## src/rtl/pico_decoder_if.sv

```systemverilog
// Bus between program memory / datapath (master) and the picoMIPS decoder (slave).
interface pico_decoder_if #(
  parameter int I_W = 24
);
  logic [I_W-1:0] instr;
  logic           sw8;
  logic [1:0]     ALUfunc;
  logic           imm_sel;
  logic           in_sel;
  logic           reg_we;
  logic           pc_incr;
  logic           waiting;

  modport master (
    output instr, sw8,
    input  ALUfunc, imm_sel, in_sel, reg_we, pc_incr, waiting
  );

  modport slave (
    input  instr, sw8,
    output ALUfunc, imm_sel, in_sel, reg_we, pc_incr, waiting
  );
endinterface

```

## src/rtl/pico_decoder.sv

```systemverilog
// picoMIPS instruction decoder with WAITH/WAITL switch handshake.
// Stalls the PC until the synchronised SW8 level has matched the target for DEB cycles.
module pico_decoder #(
  parameter int I_W   = 24,
  parameter int DEB   = 4,
  parameter int CNT_W = 3
) (
  input  logic          clk,
  input  logic          reset,
  pico_decoder_if.slave bus
);

  // state | meaning
  // RUN   | decode instr each cycle, PC advances except on WAITH/WAITL
  // WAIT  | PC held; debounce sw_sync against tgt, release on DEB matches
  typedef enum logic {S_RUN, S_WAIT} state_t;

  localparam logic [1:0] RA   = 2'b00;
  localparam logic [1:0] RB   = 2'b01;
  localparam logic [1:0] RADD = 2'b10;
  localparam logic [1:0] RMUL = 2'b11;

  localparam logic [CNT_W-1:0] CNT_LAST = CNT_W'(DEB - 1);

  state_t           state_q, state_d;
  logic [CNT_W-1:0] cnt_q, cnt_d;
  logic             tgt_q, tgt_d;
  logic             sw_s1_q, sw_s2_q;
  logic             sw_sync;
  logic [2:0]       opcode;
  logic             release_hit;

  assign opcode      = bus.instr[I_W-1 -: 3];
  assign sw_sync     = sw_s2_q;
  assign release_hit = (sw_sync == tgt_q) && (cnt_q == CNT_LAST);

  always_ff @(posedge clk) begin
    if (reset) begin
      state_q <= S_RUN;
      cnt_q   <= '0;
      tgt_q   <= 1'b0;
      sw_s1_q <= 1'b0;
      sw_s2_q <= 1'b0;
    end else begin
      state_q <= state_d;
      cnt_q   <= cnt_d;
      tgt_q   <= tgt_d;
      sw_s1_q <= bus.sw8;
      sw_s2_q <= sw_s1_q;
    end
  end

  always_comb begin
    state_d = state_q;
    cnt_d   = cnt_q;
    tgt_d   = tgt_q;
    case (state_q)
      S_RUN: begin
        // 110 = WAITH (wait for 1), 111 = WAITL (wait for 0)
        if (opcode[2:1] == 2'b11) begin
          state_d = S_WAIT;
          tgt_d   = ~opcode[0];
          cnt_d   = '0;
        end
      end
      S_WAIT: begin
        if (sw_sync != tgt_q) begin
          cnt_d = '0;
        end else if (cnt_q == CNT_LAST) begin
          state_d = S_RUN;
          cnt_d   = '0;
        end else begin
          cnt_d = cnt_q + CNT_W'(1);
        end
      end
      default: state_d = S_RUN;
    endcase
  end

  always_comb begin
    bus.ALUfunc = RA;
    bus.imm_sel = 1'b0;
    bus.in_sel  = 1'b0;
    bus.reg_we  = 1'b0;
    bus.pc_incr = 1'b0;
    bus.waiting = 1'b0;
    if (!reset) begin
      case (state_q)
        S_RUN: begin
          case (opcode)
            3'b000: bus.pc_incr = 1'b1;
            3'b001: begin
              bus.ALUfunc = RADD;
              bus.reg_we  = 1'b1;
              bus.pc_incr = 1'b1;
            end
            3'b010: begin
              bus.ALUfunc = RADD;
              bus.imm_sel = 1'b1;
              bus.reg_we  = 1'b1;
              bus.pc_incr = 1'b1;
            end
            3'b011: begin
              bus.ALUfunc = RMUL;
              bus.reg_we  = 1'b1;
              bus.pc_incr = 1'b1;
            end
            3'b100: begin
              bus.ALUfunc = RMUL;
              bus.imm_sel = 1'b1;
              bus.reg_we  = 1'b1;
              bus.pc_incr = 1'b1;
            end
            3'b101: begin
              bus.ALUfunc = RB;
              bus.in_sel  = 1'b1;
              bus.reg_we  = 1'b1;
              bus.pc_incr = 1'b1;
            end
            default: ;
          endcase
        end
        S_WAIT: begin
          bus.waiting = 1'b1;
          bus.pc_incr = release_hit;
        end
        default: ;
      endcase
    end
  end

endmodule

```

## src/flat_wrapper.sv

```systemverilog
// flat-port wrapper written by rule: the top's interface ports become plain ports
module pico_decoder_flat 
#(
  parameter int I_W   = 24,
  parameter int DEB   = 4,
  parameter int CNT_W = 3
)
  (clk, reset, bus_instr, bus_sw8, bus_ALUfunc, bus_imm_sel, bus_in_sel, bus_reg_we, bus_pc_incr, bus_waiting);
  pico_decoder_if #(.I_W(I_W)) bus_i ();
  input  logic clk;
  input  logic reset;
  input wire logic [$bits(bus_i.instr)-1:0] bus_instr;
  input wire logic [$bits(bus_i.sw8)-1:0] bus_sw8;
  output wire logic [$bits(bus_i.ALUfunc)-1:0] bus_ALUfunc;
  output wire logic [$bits(bus_i.imm_sel)-1:0] bus_imm_sel;
  output wire logic [$bits(bus_i.in_sel)-1:0] bus_in_sel;
  output wire logic [$bits(bus_i.reg_we)-1:0] bus_reg_we;
  output wire logic [$bits(bus_i.pc_incr)-1:0] bus_pc_incr;
  output wire logic [$bits(bus_i.waiting)-1:0] bus_waiting;
  assign bus_i.instr = bus_instr;
  assign bus_i.sw8 = bus_sw8;
  assign bus_ALUfunc = bus_i.ALUfunc;
  assign bus_imm_sel = bus_i.imm_sel;
  assign bus_in_sel = bus_i.in_sel;
  assign bus_reg_we = bus_i.reg_we;
  assign bus_pc_incr = bus_i.pc_incr;
  assign bus_waiting = bus_i.waiting;
  pico_decoder #(.I_W(I_W), .DEB(DEB), .CNT_W(CNT_W)) u_core (.clk(clk), .reset(reset), .bus(bus_i));
endmodule
```

## config.mk

```make
export PLATFORM = sky130hd
export DESIGN_NAME = pico_decoder_flat
export DESIGN_NICKNAME = d
export VERILOG_FILES = /design/src/rtl/pico_decoder_if.sv /design/src/rtl/pico_decoder.sv /design/src/flat_wrapper.sv
export SDC_FILE = /design/constraint.sdc
export NUM_CORES = 1
export LEC_CHECK = 0
export ABC_CLOCK_PERIOD_IN_PS = 1300
export BUFFER_PORTS_ARGS = -buffer_cell sky130_fd_sc_hd__buf_4
export CAP_MARGIN = 20
export CORE_AREA = 2 2 39 41
export CTS_CLUSTER_SIZE = 8
export DETAILED_ROUTE_END_ITERATION = 8
export DIE_AREA = 0 0 41 43
export SLEW_MARGIN = 15
export SYNTH_ARGS = -nofsm -noshare
export SYNTH_HDL_FRONTEND = slang
export SYNTH_SLANG_ARGS = --single-unit
```

## constraint.sdc

```tcl
create_clock -name clk -period 1.3 [get_ports clk]
set_input_delay 0.065 -clock clk [delete_from_list [all_inputs] [get_ports clk]]
set_output_delay 0.065 -clock clk [all_outputs]
set_load 0.02 [all_outputs]
```

==> results.txt <==
----------------------------------------------------
[Global route]
  Maximum number of pins on one net before global-route repair ... 10
  Global-route wire length before repair ... 1.26 mm
  Total routing usage reported by global routing ... 0.111
  Antenna violations before repair ... 0
  Final global-route overflow total ... 0
  Number of global-route vias before repair ... roughly 300

[Critical path]
  Setup crit start kind ... register
  CP max stage cell ... sky130_fd_sc_hd__or3b_4
  Worst-path cell chain ... xor2_1 > or3b_4 > o21ai_2 > buf_6
  WS Path Type ... reg2out
  Register-to-Register Path Depth ... 4
  Worst EP required ... approximately 1200 ps
  Critical path fanouts, max ... 2
  Critical path endpoint category ... output pin
  Delay of the slowest cell on the worst path ... 380 ps
  Terminus of the critical flop-to-flop path ... u_core.cnt_q[2]$_SDFFE_PP0P_
  Slack of the worst reg-to-reg path ... 110 ps
  Critical path arrival ... 1370 ps
  Source of the worst register-to-register timing path ... u_core.tgt_q$_SDFFE_PP0P_

[Yosys]
  Mean instance size in the synthesized netlist ... 8.91 µm²
  Seq/Total Area, Yosys ... 0.375
  Post-synthesis instance area ... 374 µm²
  Flops & latches, synth ... 7
  Unique masters post-synth ... 23
  Syn Inst Count ... 42
  Syn_nets ... 70
  Yosys warnings ... 0

[Clock tree]
  CTS sink count ... 7
  Deepest clock path buffer count ... 2
  Clock tree root buffer cell ... sky130_fd_sc_hd__clkbuf_4
  Clock buffers created by TritonCTS ... 3
  Clock tree from TritonCTS ... done
  H-tree depth ... 1
  Clock input transition at the sequential cells of the worst setup and hold paths ... 50 ps
  Insertion delay to the later sink of the worst-skew pair ... 250 ps

[Pwr]
  Total leakage power ... 0.232 nW
  Worst VDD drop ... between 400 and 500 µV
  Areal power density over the cells ... between 1000 and 1500 nW/µm²

[Routing]
  Detailed-route vias per instance ... 4.49
  Total via count in the routed design ... around 340
  Final Routed Wirelength ... 740 µm
  Detail-routed net length per standard cell ... 9.87 µm
  Count of antenna-violating nets left after detailed routing ... 0
  Number of DRC markers after the initial detailed-route iteration ... 1
  Final routed DRC violation total ... 0
  Number of search-and-repair iterations in the first detailed-routing pass ... 2

[Finish]
  Net count of the finished layout ... 88
  Top library cells by usage in the layout, fill and taps aside ... 12 x sky130_fd_sc_hd__buf_4, 5 x sky130_fd_sc_hd__nand2_1, 5 x sky130_fd_sc_hd__dfxtp_1
  Most frequent standard cell in the layout excluding fill and tap cells ... sky130_fd_sc_hd__buf_4
  Syn-to-layout area delta ... 45.8%
  Final Instance Area ... 546 µm²
  Antenna Diode Count ... 0
  Share of final-layout standard cells stronger than drive strength 1 ... 0.508

[Status]
  Run status ... finished with violations
  Failing checks ... setup timing

[Worst hold path]
  Number of stages on the worst hold path ... 2
  Hold/Removal Path Class ... in2reg
  Worst hold endpoint ... u_core.sw_s1_q$_SDFF_PP0_
  Worst min-delay path startpoint ... bus_sw8

[Placement]
  Placed Area ... 484 µm²
  GP Congestion ... approximately 0.72
  Pre-CTS worst setup slack ... 103 ps
  Count of input and output buffers ... 12
  Detail Placement HPWL ... 532 µm

[Floorplanning]
  Boundary pin count ... 34
  FP Rows ... 14
  Total die area ... between 1500 and 2000 µm²
  Die Y ... 43 µm
  Total core area ... 1380 µm²
  Die span in x ... roughly 40 µm
  Initial standard-cell utilization of the core ... 0.270

[STA]
  Pins over their slew limit ... 0
  Final-report hold violation count ... 0
  Unrepaired setup endpoints after global routing ... yes
  Final setup violation count ... 3
  Post-layout worst setup margin ... -137 ps
  Tightest slew margin relative to the limit ... 0.749
  Period utilization ... 1.11
  Worst Max-Slew Pin Slew ... 373 ps
  Final period demand of the worst path ... roughly 1400 ps
  Worst clock skew ... 2.34 ps
  Highest achievable clock rate ... 0.696 GHz

[Run]
  Max-cap violations ... 0

----------------------------------------------------
-- cell families after synthesis --
logic type	synth area share
xor gates and xnor gates	0.0234
and+or+nand+nor	0.304
buffers and inverters	0.0401
DFF	0.375
adders and majority gates	0.0334
AOI/OAI and AO/OA	0.224
-- worst max-delay path, delay by kind of cell (launching register included) --
kind	cells	cell delay (ps)
buffers and inverters	1	130
flip-flops	1	320
AO/OA/AOI/OAI	1	140
XOR/XNOR	1	160
AND/OR/NAND/NOR	1	380
-- how the worst max path moves through the flow --
stage / startpoint / cells past startpoint / endpoint / slack [ps]
after CTS: u_core.tgt_q$_SDFFE_PP0P_ / 4 / bus_pc_incr / -150
final: u_core.tgt_q$_SDFFE_PP0P_ / 4 / bus_pc_incr / -140
after floorplan: u_core.state_q$_SDFF_PP0_ / 3 / bus_ALUfunc[1] / 40
after global placement: u_core.tgt_q$_SDFFE_PP0P_ / 4 / bus_pc_incr / 100
after detailed placement: u_core.tgt_q$_SDFFE_PP0P_ / 4 / bus_pc_incr / 100
after global routing: u_core.tgt_q$_SDFFE_PP0P_ / 4 / bus_pc_incr / -190
-- state kept, by name, indices dropped and copies added (netlist names) --
name	flops
u_core.state_q	1
u_core.sw_s1_q	1
u_core.cnt_q	3
u_core.sw_s2_q	1
u_core.tgt_q	1
-- area by class of cell --
cell class	count	area, µm²
Sequential cell	7	145
Timing Repair Buffer	14	113
Tap cell	16	20.0
Inverter	2	7.51
Fill cell	161	838
Multi-Input combinational cell	32	234
Clock buffer	4	26.3
-- metal layers --
metal | global-route usage | part of all wire | vias to the layer above | wire [µm]
met5 | 0 | 0 | - | 0
met4 | 0.100 | 0.026 | 0 | 19
met3 | 0.0314 | 0.054 | 2 | 40
met2 | 0.150 | 0.49 | 9 | 359
met1 | 0.134 | 0.43 | 148 | 320
li1 | - | - | 178 | -
-- through the flow --
stage                     total power [W]   util  hold WS [ps]  std cells  setup TNS (ps)
after CTS                        0.000563  0.392          23.8         75            -169
after global routing             0.000593  0.394          20.5         75            -367
after global placement           0.000347  0.350           283         70               0
after detailed placement         0.000347  0.350           285         70               0
after floorplan                  0.000301      -           193         42               0
final                            0.000554  0.394          39.6         75            -227
-- cell usage after synthesis --
master / n / area, µm²
sky130_fd_sc_hd__or3b_4: 1 / 11.3
sky130_fd_sc_hd__o21ai_2: 3 / 26.3
sky130_fd_sc_hd__dfxtp_1: 7 / 140
sky130_fd_sc_hd__o22ai_2: 1 / 12.5
sky130_fd_sc_hd__nand2b_1: 1 / 6.26
sky130_fd_sc_hd__xor2_1: 1 / 8.76
sky130_fd_sc_hd__and2_1: 1 / 6.26
sky130_fd_sc_hd__nor2_1: 2 / 7.51
sky130_fd_sc_hd__nor2b_1: 3 / 18.8
sky130_fd_sc_hd__nor2_2: 1 / 6.26
sky130_fd_sc_hd__o21ai_0: 1 / 5.00
sky130_fd_sc_hd__nand3b_1: 1 / 7.51
sky130_fd_sc_hd__nand2_1: 5 / 18.8
sky130_fd_sc_hd__a21oi_1: 3 / 15.0
sky130_fd_sc_hd__nor3_1: 2 / 10.0
sky130_fd_sc_hd__a211o_4: 1 / 17.5
sky130_fd_sc_hd__inv_1: 2 / 7.51
sky130_fd_sc_hd__nor4_1: 1 / 6.26
sky130_fd_sc_hd__or2b_2: 1 / 8.76
sky130_fd_sc_hd__ha_1: 1 / 12.5
sky130_fd_sc_hd__buf_4: 1 / 7.51
sky130_fd_sc_hd__or2_1: 1 / 6.26
sky130_fd_sc_hd__a211oi_1: 1 / 7.51
-- what timing repair did --
| action | CTS | global route |
|---|---|---|
| gates resized for setup | 8 | 1 |
| setup endpoints to repair | 5 | 3 |
| pin swaps | 3 | 1 |
| hold buffers | 0 | 0 |
| buffers inserted | 1 | 0 |
-- power by group --
group	switching [W]	total [W]	leakage [nW]	internal, W
clock	0.0000803	0.000197	0.0150	0.000117
combinational	0.0000637	0.000125	0.158	0.0000615
sequential	0.00000692	0.000231	0.0584	0.000224
total	0.000151	0.000554	0.232	0.000403
Power figures use the tool's default switching activity.
